## src/rtl/onewire_bus_master_pkg.sv

```systemverilog
// rtl/onewire_bus_master_pkg.sv - shared state encodings and default timing for the 1-Wire master
// Purpose: FSM state type, us-counter width and default timing constants
//          used by onewire_bus_master and onewire_us_timer.
// Ports:   none (package).
package onewire_bus_master_pkg;

  typedef enum logic [2:0] {
    ST_IDLE     = 3'd0,
    ST_RST_LOW  = 3'd1,
    ST_RST_WAIT = 3'd2,
    ST_RST_REC  = 3'd3,
    ST_SLOT_LOW = 3'd4,
    ST_SLOT_REL = 3'd5,
    ST_NEXT     = 3'd6
  } state_e;

  localparam int US_CNT_W = 10;
  localparam logic [US_CNT_W-1:0] US_CNT_MAX = '1;

  localparam int DEF_TICKS_PER_US = 25;
  localparam int DEF_T_RST_LOW    = 480;
  localparam int DEF_T_PRES_SMP   = 70;
  localparam int DEF_T_RST_TOTAL  = 480;
  localparam int DEF_T_SLOT       = 70;
  localparam int DEF_T_W1_LOW     = 6;
  localparam int DEF_T_W0_LOW     = 60;
  localparam int DEF_T_RD_SMP     = 15;

endpackage

```

## src/rtl/onewire_us_timer.sv

```systemverilog
// rtl/onewire_us_timer.sv - microsecond prescaler and saturating us counter
// Purpose: divides clk by TICKS_PER_US into a 1-cycle us_tick and counts
//          elapsed microseconds since the last clear; the count saturates.
// Ports:   clk, n_rst (async, active low), clear_i (restart prescaler and
//          counter), us_tick_o (last clk of each us), us_cnt_o (elapsed us).
module onewire_us_timer
  import onewire_bus_master_pkg::*;
#(
  parameter int TICKS_PER_US = DEF_TICKS_PER_US
) (
  input  logic                clk,
  input  logic                n_rst,
  input  logic                clear_i,
  output logic                us_tick_o,
  output logic [US_CNT_W-1:0] us_cnt_o
);

  localparam int PW = (TICKS_PER_US > 1) ? $clog2(TICKS_PER_US) : 1;
  localparam logic [PW-1:0] PRE_MAX = PW'(TICKS_PER_US - 1);

  logic [PW-1:0]       pre_q;
  logic [US_CNT_W-1:0] us_q;

  assign us_tick_o = (pre_q == PRE_MAX);
  assign us_cnt_o  = us_q;

  always_ff @(posedge clk or negedge n_rst) begin
    if (!n_rst) begin
      pre_q <= '0;
      us_q  <= '0;
    end else if (clear_i) begin
      pre_q <= '0;
      us_q  <= '0;
    end else if (us_tick_o) begin
      pre_q <= '0;
      if (us_q != US_CNT_MAX) begin
        us_q <= us_q + 1'b1;
      end
    end else begin
      pre_q <= pre_q + 1'b1;
    end
  end

endmodule

```

## src/rtl/onewire_bus_master.sv

```systemverilog
// rtl/onewire_bus_master.sv - bit-level 1-Wire master (reset/presence, read/write slots)
// Purpose: accepts one-cycle reset / write_byte / read_byte commands with a
//          bit range and generates 1-Wire reset and slot timing on DQ.
// Ports:   clk, n_rst (async, active low); reset, write_byte, read_byte
//          commands; in_byte write data; start_bit/end_bit inclusive range;
//          wire_in DQ sense; wire_out DQ drive (0 = pull low); presence,
//          busy, out_byte (64-bit read buffer).
module onewire_bus_master
  import onewire_bus_master_pkg::*;
#(
  parameter int TICKS_PER_US = DEF_TICKS_PER_US,
  parameter int T_RST_LOW    = DEF_T_RST_LOW,
  parameter int T_PRES_SMP   = DEF_T_PRES_SMP,
  parameter int T_RST_TOTAL  = DEF_T_RST_TOTAL,
  parameter int T_SLOT       = DEF_T_SLOT,
  parameter int T_W1_LOW     = DEF_T_W1_LOW,
  parameter int T_W0_LOW     = DEF_T_W0_LOW,
  parameter int T_RD_SMP     = DEF_T_RD_SMP
) (
  input  logic        clk,
  input  logic        n_rst,
  input  logic        reset,
  input  logic        write_byte,
  input  logic        read_byte,
  input  logic [7:0]  in_byte,
  input  logic [5:0]  start_bit,
  input  logic [5:0]  end_bit,
  input  logic        wire_in,
  output logic        wire_out,
  output logic        presence,
  output logic        busy,
  output logic [63:0] out_byte
);

  state_e        state_q, state_d;
  logic [5:0]    idx_q, idx_d;
  logic [5:0]    last_q, last_d;
  logic [7:0]    wdata_q, wdata_d;
  logic          is_read_q, is_read_d;
  logic          presence_q, presence_d;
  logic [63:0]   out_byte_q, out_byte_d;
  logic          wire_out_q, wire_out_d;
  logic [1:0]    sync_q;
  logic          wire_in_s;
  logic          tmr_clear;
  logic          us_tick;
  logic [US_CNT_W-1:0] us_cnt;
  logic          advance;

  onewire_us_timer #(
    .TICKS_PER_US (TICKS_PER_US)
  ) u_timer (
    .clk       (clk),
    .n_rst     (n_rst),
    .clear_i   (tmr_clear),
    .us_tick_o (us_tick),
    .us_cnt_o  (us_cnt)
  );

  // Firing on the tick that completes microsecond t makes the transition
  // land exactly t*TICKS_PER_US clocks after the timer was cleared.
  logic at_rst_low, at_pres, at_rst_total, at_w0, at_w1, at_rd, at_slot;
  assign at_rst_low   = us_tick && (us_cnt == US_CNT_W'(T_RST_LOW - 1));
  assign at_pres      = us_tick && (us_cnt == US_CNT_W'(T_PRES_SMP - 1));
  assign at_rst_total = us_tick && (us_cnt == US_CNT_W'(T_RST_TOTAL - 1));
  assign at_w0        = us_tick && (us_cnt == US_CNT_W'(T_W0_LOW - 1));
  assign at_w1        = us_tick && (us_cnt == US_CNT_W'(T_W1_LOW - 1));
  assign at_rd        = us_tick && (us_cnt == US_CNT_W'(T_RD_SMP - 1));
  assign at_slot      = us_tick && (us_cnt == US_CNT_W'(T_SLOT - 1));

  assign wire_in_s = sync_q[1];
  assign wire_out  = wire_out_q;
  assign presence  = presence_q;
  assign busy      = (state_q != ST_IDLE);
  assign out_byte  = out_byte_q;

  always_comb begin
    state_d    = state_q;
    idx_d      = idx_q;
    last_d     = last_q;
    wdata_d    = wdata_q;
    is_read_d  = is_read_q;
    presence_d = presence_q;
    out_byte_d = out_byte_q;
    wire_out_d = wire_out_q;
    tmr_clear  = 1'b0;
    advance    = 1'b0;

    case (state_q)
      ST_IDLE: begin
        wire_out_d = 1'b1;
        if (reset) begin
          presence_d = 1'b0;
          wire_out_d = 1'b0;
          tmr_clear  = 1'b1;
          state_d    = ST_RST_LOW;
        end else if (write_byte || read_byte) begin
          is_read_d = !write_byte;
          idx_d     = start_bit;
          wdata_d   = in_byte;
          tmr_clear = 1'b1;
          if (start_bit > end_bit) begin
            // Empty range: NEXT sees idx == last and returns to IDLE at once.
            last_d  = start_bit;
            state_d = ST_NEXT;
          end else begin
            last_d     = end_bit;
            wire_out_d = 1'b0;
            state_d    = ST_SLOT_LOW;
          end
        end
      end

      ST_RST_LOW: begin
        if (at_rst_low) begin
          wire_out_d = 1'b1;
          tmr_clear  = 1'b1;
          state_d    = ST_RST_WAIT;
        end
      end

      ST_RST_WAIT: begin
        if (at_pres) begin
          presence_d = ~wire_in_s;
          state_d    = ST_RST_REC;
        end
      end

      ST_RST_REC: begin
        if (at_rst_total) begin
          state_d = ST_IDLE;
        end
      end

      ST_SLOT_LOW: begin
        if ((is_read_q || wdata_q[idx_q[2:0]]) ? at_w1 : at_w0) begin
          wire_out_d = 1'b1;
          state_d    = ST_SLOT_REL;
        end
      end

      ST_SLOT_REL: begin
        // Timer is not cleared at release, so samples count from slot start.
        if (is_read_q && at_rd) begin
          out_byte_d[idx_q] = wire_in_s;
        end
        // Decide the next slot here so consecutive slots abut with no gap.
        if (at_slot) begin
          advance = 1'b1;
        end
      end

      ST_NEXT: begin
        advance = 1'b1;
      end

      default: begin
        wire_out_d = 1'b1;
        state_d    = ST_IDLE;
      end
    endcase

    if (advance) begin
      if (idx_q == last_q) begin
        wire_out_d = 1'b1;
        state_d    = ST_IDLE;
      end else begin
        idx_d      = idx_q + 6'd1;
        wire_out_d = 1'b0;
        tmr_clear  = 1'b1;
        state_d    = ST_SLOT_LOW;
      end
    end
  end

  always_ff @(posedge clk or negedge n_rst) begin
    if (!n_rst) begin
      state_q    <= ST_IDLE;
      idx_q      <= '0;
      last_q     <= '0;
      wdata_q    <= '0;
      is_read_q  <= 1'b0;
      presence_q <= 1'b0;
      out_byte_q <= '0;
      wire_out_q <= 1'b1;
      sync_q     <= 2'b11;
    end else begin
      state_q    <= state_d;
      idx_q      <= idx_d;
      last_q     <= last_d;
      wdata_q    <= wdata_d;
      is_read_q  <= is_read_d;
      presence_q <= presence_d;
      out_byte_q <= out_byte_d;
      wire_out_q <= wire_out_d;
      sync_q     <= {sync_q[0], wire_in};
    end
  end

endmodule

```

## config.mk

```make
export PLATFORM = sky130hd
export DESIGN_NAME = onewire_bus_master
export DESIGN_NICKNAME = d
export VERILOG_FILES = /design/src/rtl/onewire_bus_master_pkg.sv /design/src/rtl/onewire_us_timer.sv /design/src/rtl/onewire_bus_master.sv
export SDC_FILE = /design/constraint.sdc
export NUM_CORES = 1
export LEC_CHECK = 0
export BUFFER_PORTS_ARGS = -buffer_cell sky130_fd_sc_hd__buf_2
export CAP_MARGIN = 20
export CORE_AREA = 2 2 104 106
export CTS_BUF_LIST = sky130_fd_sc_hd__clkbuf_4 sky130_fd_sc_hd__clkbuf_8
export DETAILED_ROUTE_END_ITERATION = 8
export DIE_AREA = 0 0 106 108
export PLACE_DENSITY = 0.78
export SLEW_MARGIN = 20
export SYNTH_ARGS = -nofsm -noshare
export SYNTH_HDL_FRONTEND = slang
export SYNTH_SLANG_ARGS = --single-unit
```

## constraint.sdc

```tcl
create_clock -name clk -period 2.3 [get_ports clk]
set_input_delay 0.115 -clock clk [delete_from_list [all_inputs] [get_ports clk]]
set_output_delay 0.115 -clock clk [all_outputs]
set_load 0.02 [all_outputs]
```

==> results.ini <==
[synth]
syn_inst=528
synth_most_common_cell=dfrtp_1
ys_seq_elements=107
async_reset_ff_frac=1.000
ys_top_cells_by_count=dfrtp_1, nor2_1, mux2_2, nand2_1, clkbuf_1
yosys.area.top_type_share=0.4828
synth_area_leaders=dfrtp_1, mux2_2, nor2_1
synth_edf_count=0
syn_area_sq_mm=0.005390
yosysSeqAreaShare=0.4974
synth_fp_nets=566
synth_top_area_cell=dfrtp_1
synth_ff_type=dfrtp_1
synth.avg_cell_area_sq_um=10.21
yosys_warnings=0
synth.distinct_cells=68

[clocking]
cts_tree=yes
cts.sinks=107
clk_latency_ps=390
cts_buffers=9
cts_root_buf=clkbuf_8
clk_pin_slew_worst_paths_ps=110
cts_htree_levels=3
clockBufferDepth=2

[sta]
skew_ps=15.11
setup_slack_ps=-30.83
drv_slew=0
grt_setup_unrepaired=yes
setup_violations=12
period_share=1.013
max_freq_ghz=0.4290
tightest_slew_ps=758.9
setup_tns_ps=-144.4
slew_headroom=0.4940
hold_violations=0
period_minus_slack_ps=2331

[floorplanning]
die_h_microns=108
die_w_microns=106
core_area_sq_mm=0.01023
ios=93
start_util=0.5268
row_count=37
die_area_sq_mm=0.01145

[grt]
antenna_found_initial=0
met1_usage=0.3195
top_usage_layer=met2
grt_use_total=0.2544
grt_pass1_wl_mm=22.81
grt_max_degree=44
overflow=0
met2_usage=0.4272
grt_pass1_vias=4628
grt_use_met3=0.05606

[place]
dp_slack_ps=-214.4
place.gp.congestion=0.9011
hpwlAfterDp_mm=9.946
port_buffers=92

[route]
drtIter0Drc=304
drtAntennaViolNets=0
remaining_drc_errors=0
dr.pass1.iters=7
dr_total_vias=4590
wl_mm=14.74
viasPerCell=5.625
wl_per_cell_microns=18.06

[worst_setup_path]
critical_path_class=flip-flop to flip-flop
crit_fanout=8
worstSetupEndpointType=flip-flop
crit_required_ps=2570
setup.worst_path.start_class=flip-flop
crit_arrival_ps=2610

[cells_and_area]
finalNetCount=713
drive_gt1_frac=0.4529
regArea_sq_mm=0.002683
fill_cells=725
area_growth_pct=33.96
antennaDiodeCount=0
multi_input_area_sq_mm=0.002952

[run]
cap_viol_max_count=0

[power_and_ir_drop]
cellLeakagePower_nw=3.530
power.density_mw_per_mm2=484.1
vdd_drop_max_uv=395.6

[worst_hold_path]
hp-class=input port to flip-flop

[run_status]
status=finished, violations left
violations=negative setup slack

flip-flops by register name, indices dropped and copies added (netlist names):
register / cells
out_byte: 64
u_timer.us_cnt_o: 10
wdata_q: 8
idx_q: 6
last_q: 6
u_timer.pre_q: 5
state_q: 3
sync_q: 2
is_read_q: 1
presence: 1
wire_out: 1
worst max-delay path: stages, from the launching register on:
cell and delay [ps]:
dfrtp_1 400, inv_2 70, ha_4 140, nand4b_4 130, or3_4 440, buf_4 200
or4_1 520, mux2_1 320
layout make-up:
class                      instances  share of cell area
tap                              136             0.02357
inverter                          17            0.008837
sequential                       107              0.3715
clock buffer                       9             0.01715
timing repair buffer             166              0.1537
clock inverter                     7             0.01646
multi-input combinational        374              0.4088
final timing paths:
check / from / endpoint / slack (ps) / cells after the start
max: u_timer.pre_q[0] / out_byte[31] / -30 / 7
min reg2reg: sync_q[0] / sync_q[1] / 370 / 0
min: start_bit[1] / idx_q[1] / 60 / 3
max reg2reg: u_timer.pre_q[0] / out_byte[31] / -30 / 7
min in group asynchronous: n_rst / out_byte[21] / 270 / 2
max in group asynchronous: n_rst / state_q[2] / 1290 / 3
power breakdown:
group	total [mW]	switching, mW	internal, mW
Combinational	0.199	0.121	0.0776
Sequential	1.92	0.0205	1.90
Clock	1.38	0.728	0.647
Total	3.50	0.869	2.63
what timing repair did:
| action | in CTS | in global routing |
|---|---|---|
| hold buffers | 11 | 0 |
| pin swaps | 9 | 27 |
| setup buffers | 2 | 4 |
| setup endpoints to repair | 69 | 77 |
| endpoints found under the hold margin | 50 | 0 |
| gates resized for setup | 43 | 88 |
per-layer routing:
layer | vias up | routed length, microns
met5 | - | 0
met4 | 0 | 268
met3 | 25 | 861
met2 | 172 | 7448
met1 | 2283 | 6157
li1 | 2110 | -
cell usage in the layout (no fill, tap or decap), drive strengths merged, types with 10 or more instances in the layout:
master       synthesis  final
nand3               12     12
mux2                65     65
nand2               55     55
nor4                12     12
nor3                12     12
ha                  12     12
a21oi               17     17
o21ai               10     10
nor2                91     91
dlygate4sd3          0     11
inv                 17     20
buf                  6    155
dfrtp              104    104
through the flow:
stage | hold WS, ps | cells | total power [mW] | area, sq um | util
CTS | 35.26 | 812 | 3.505 | 6852 | 0.6697
global route | 59.42 | 816 | 3.593 | 7221 | 0.7058
detailed placement | 154.0 | 783 | 2.134 | 6325 | 0.6182
floorplan | -180.6 | 528 | 2.032 | 5390 | -
finish | 59.15 | 816 | 3.495 | 7221 | 0.7058
global placement | 149.1 | 783 | 2.127 | 6325 | 0.6182
cells by family (layout without fill, tap and decap cells):
logic type	after synthesis	count (layout)	share of synthesized area
simple gates	220	220	0.1924
flops	107	107	0.4974
mux	69	69	0.1432
compound gates	55	55	0.06987
buf+inv	47	199	0.03993
xor+xnor	18	18	0.02925
fa+ha+maj	12	12	0.02785
Note: power is estimated with default switching activity, not from simulation.
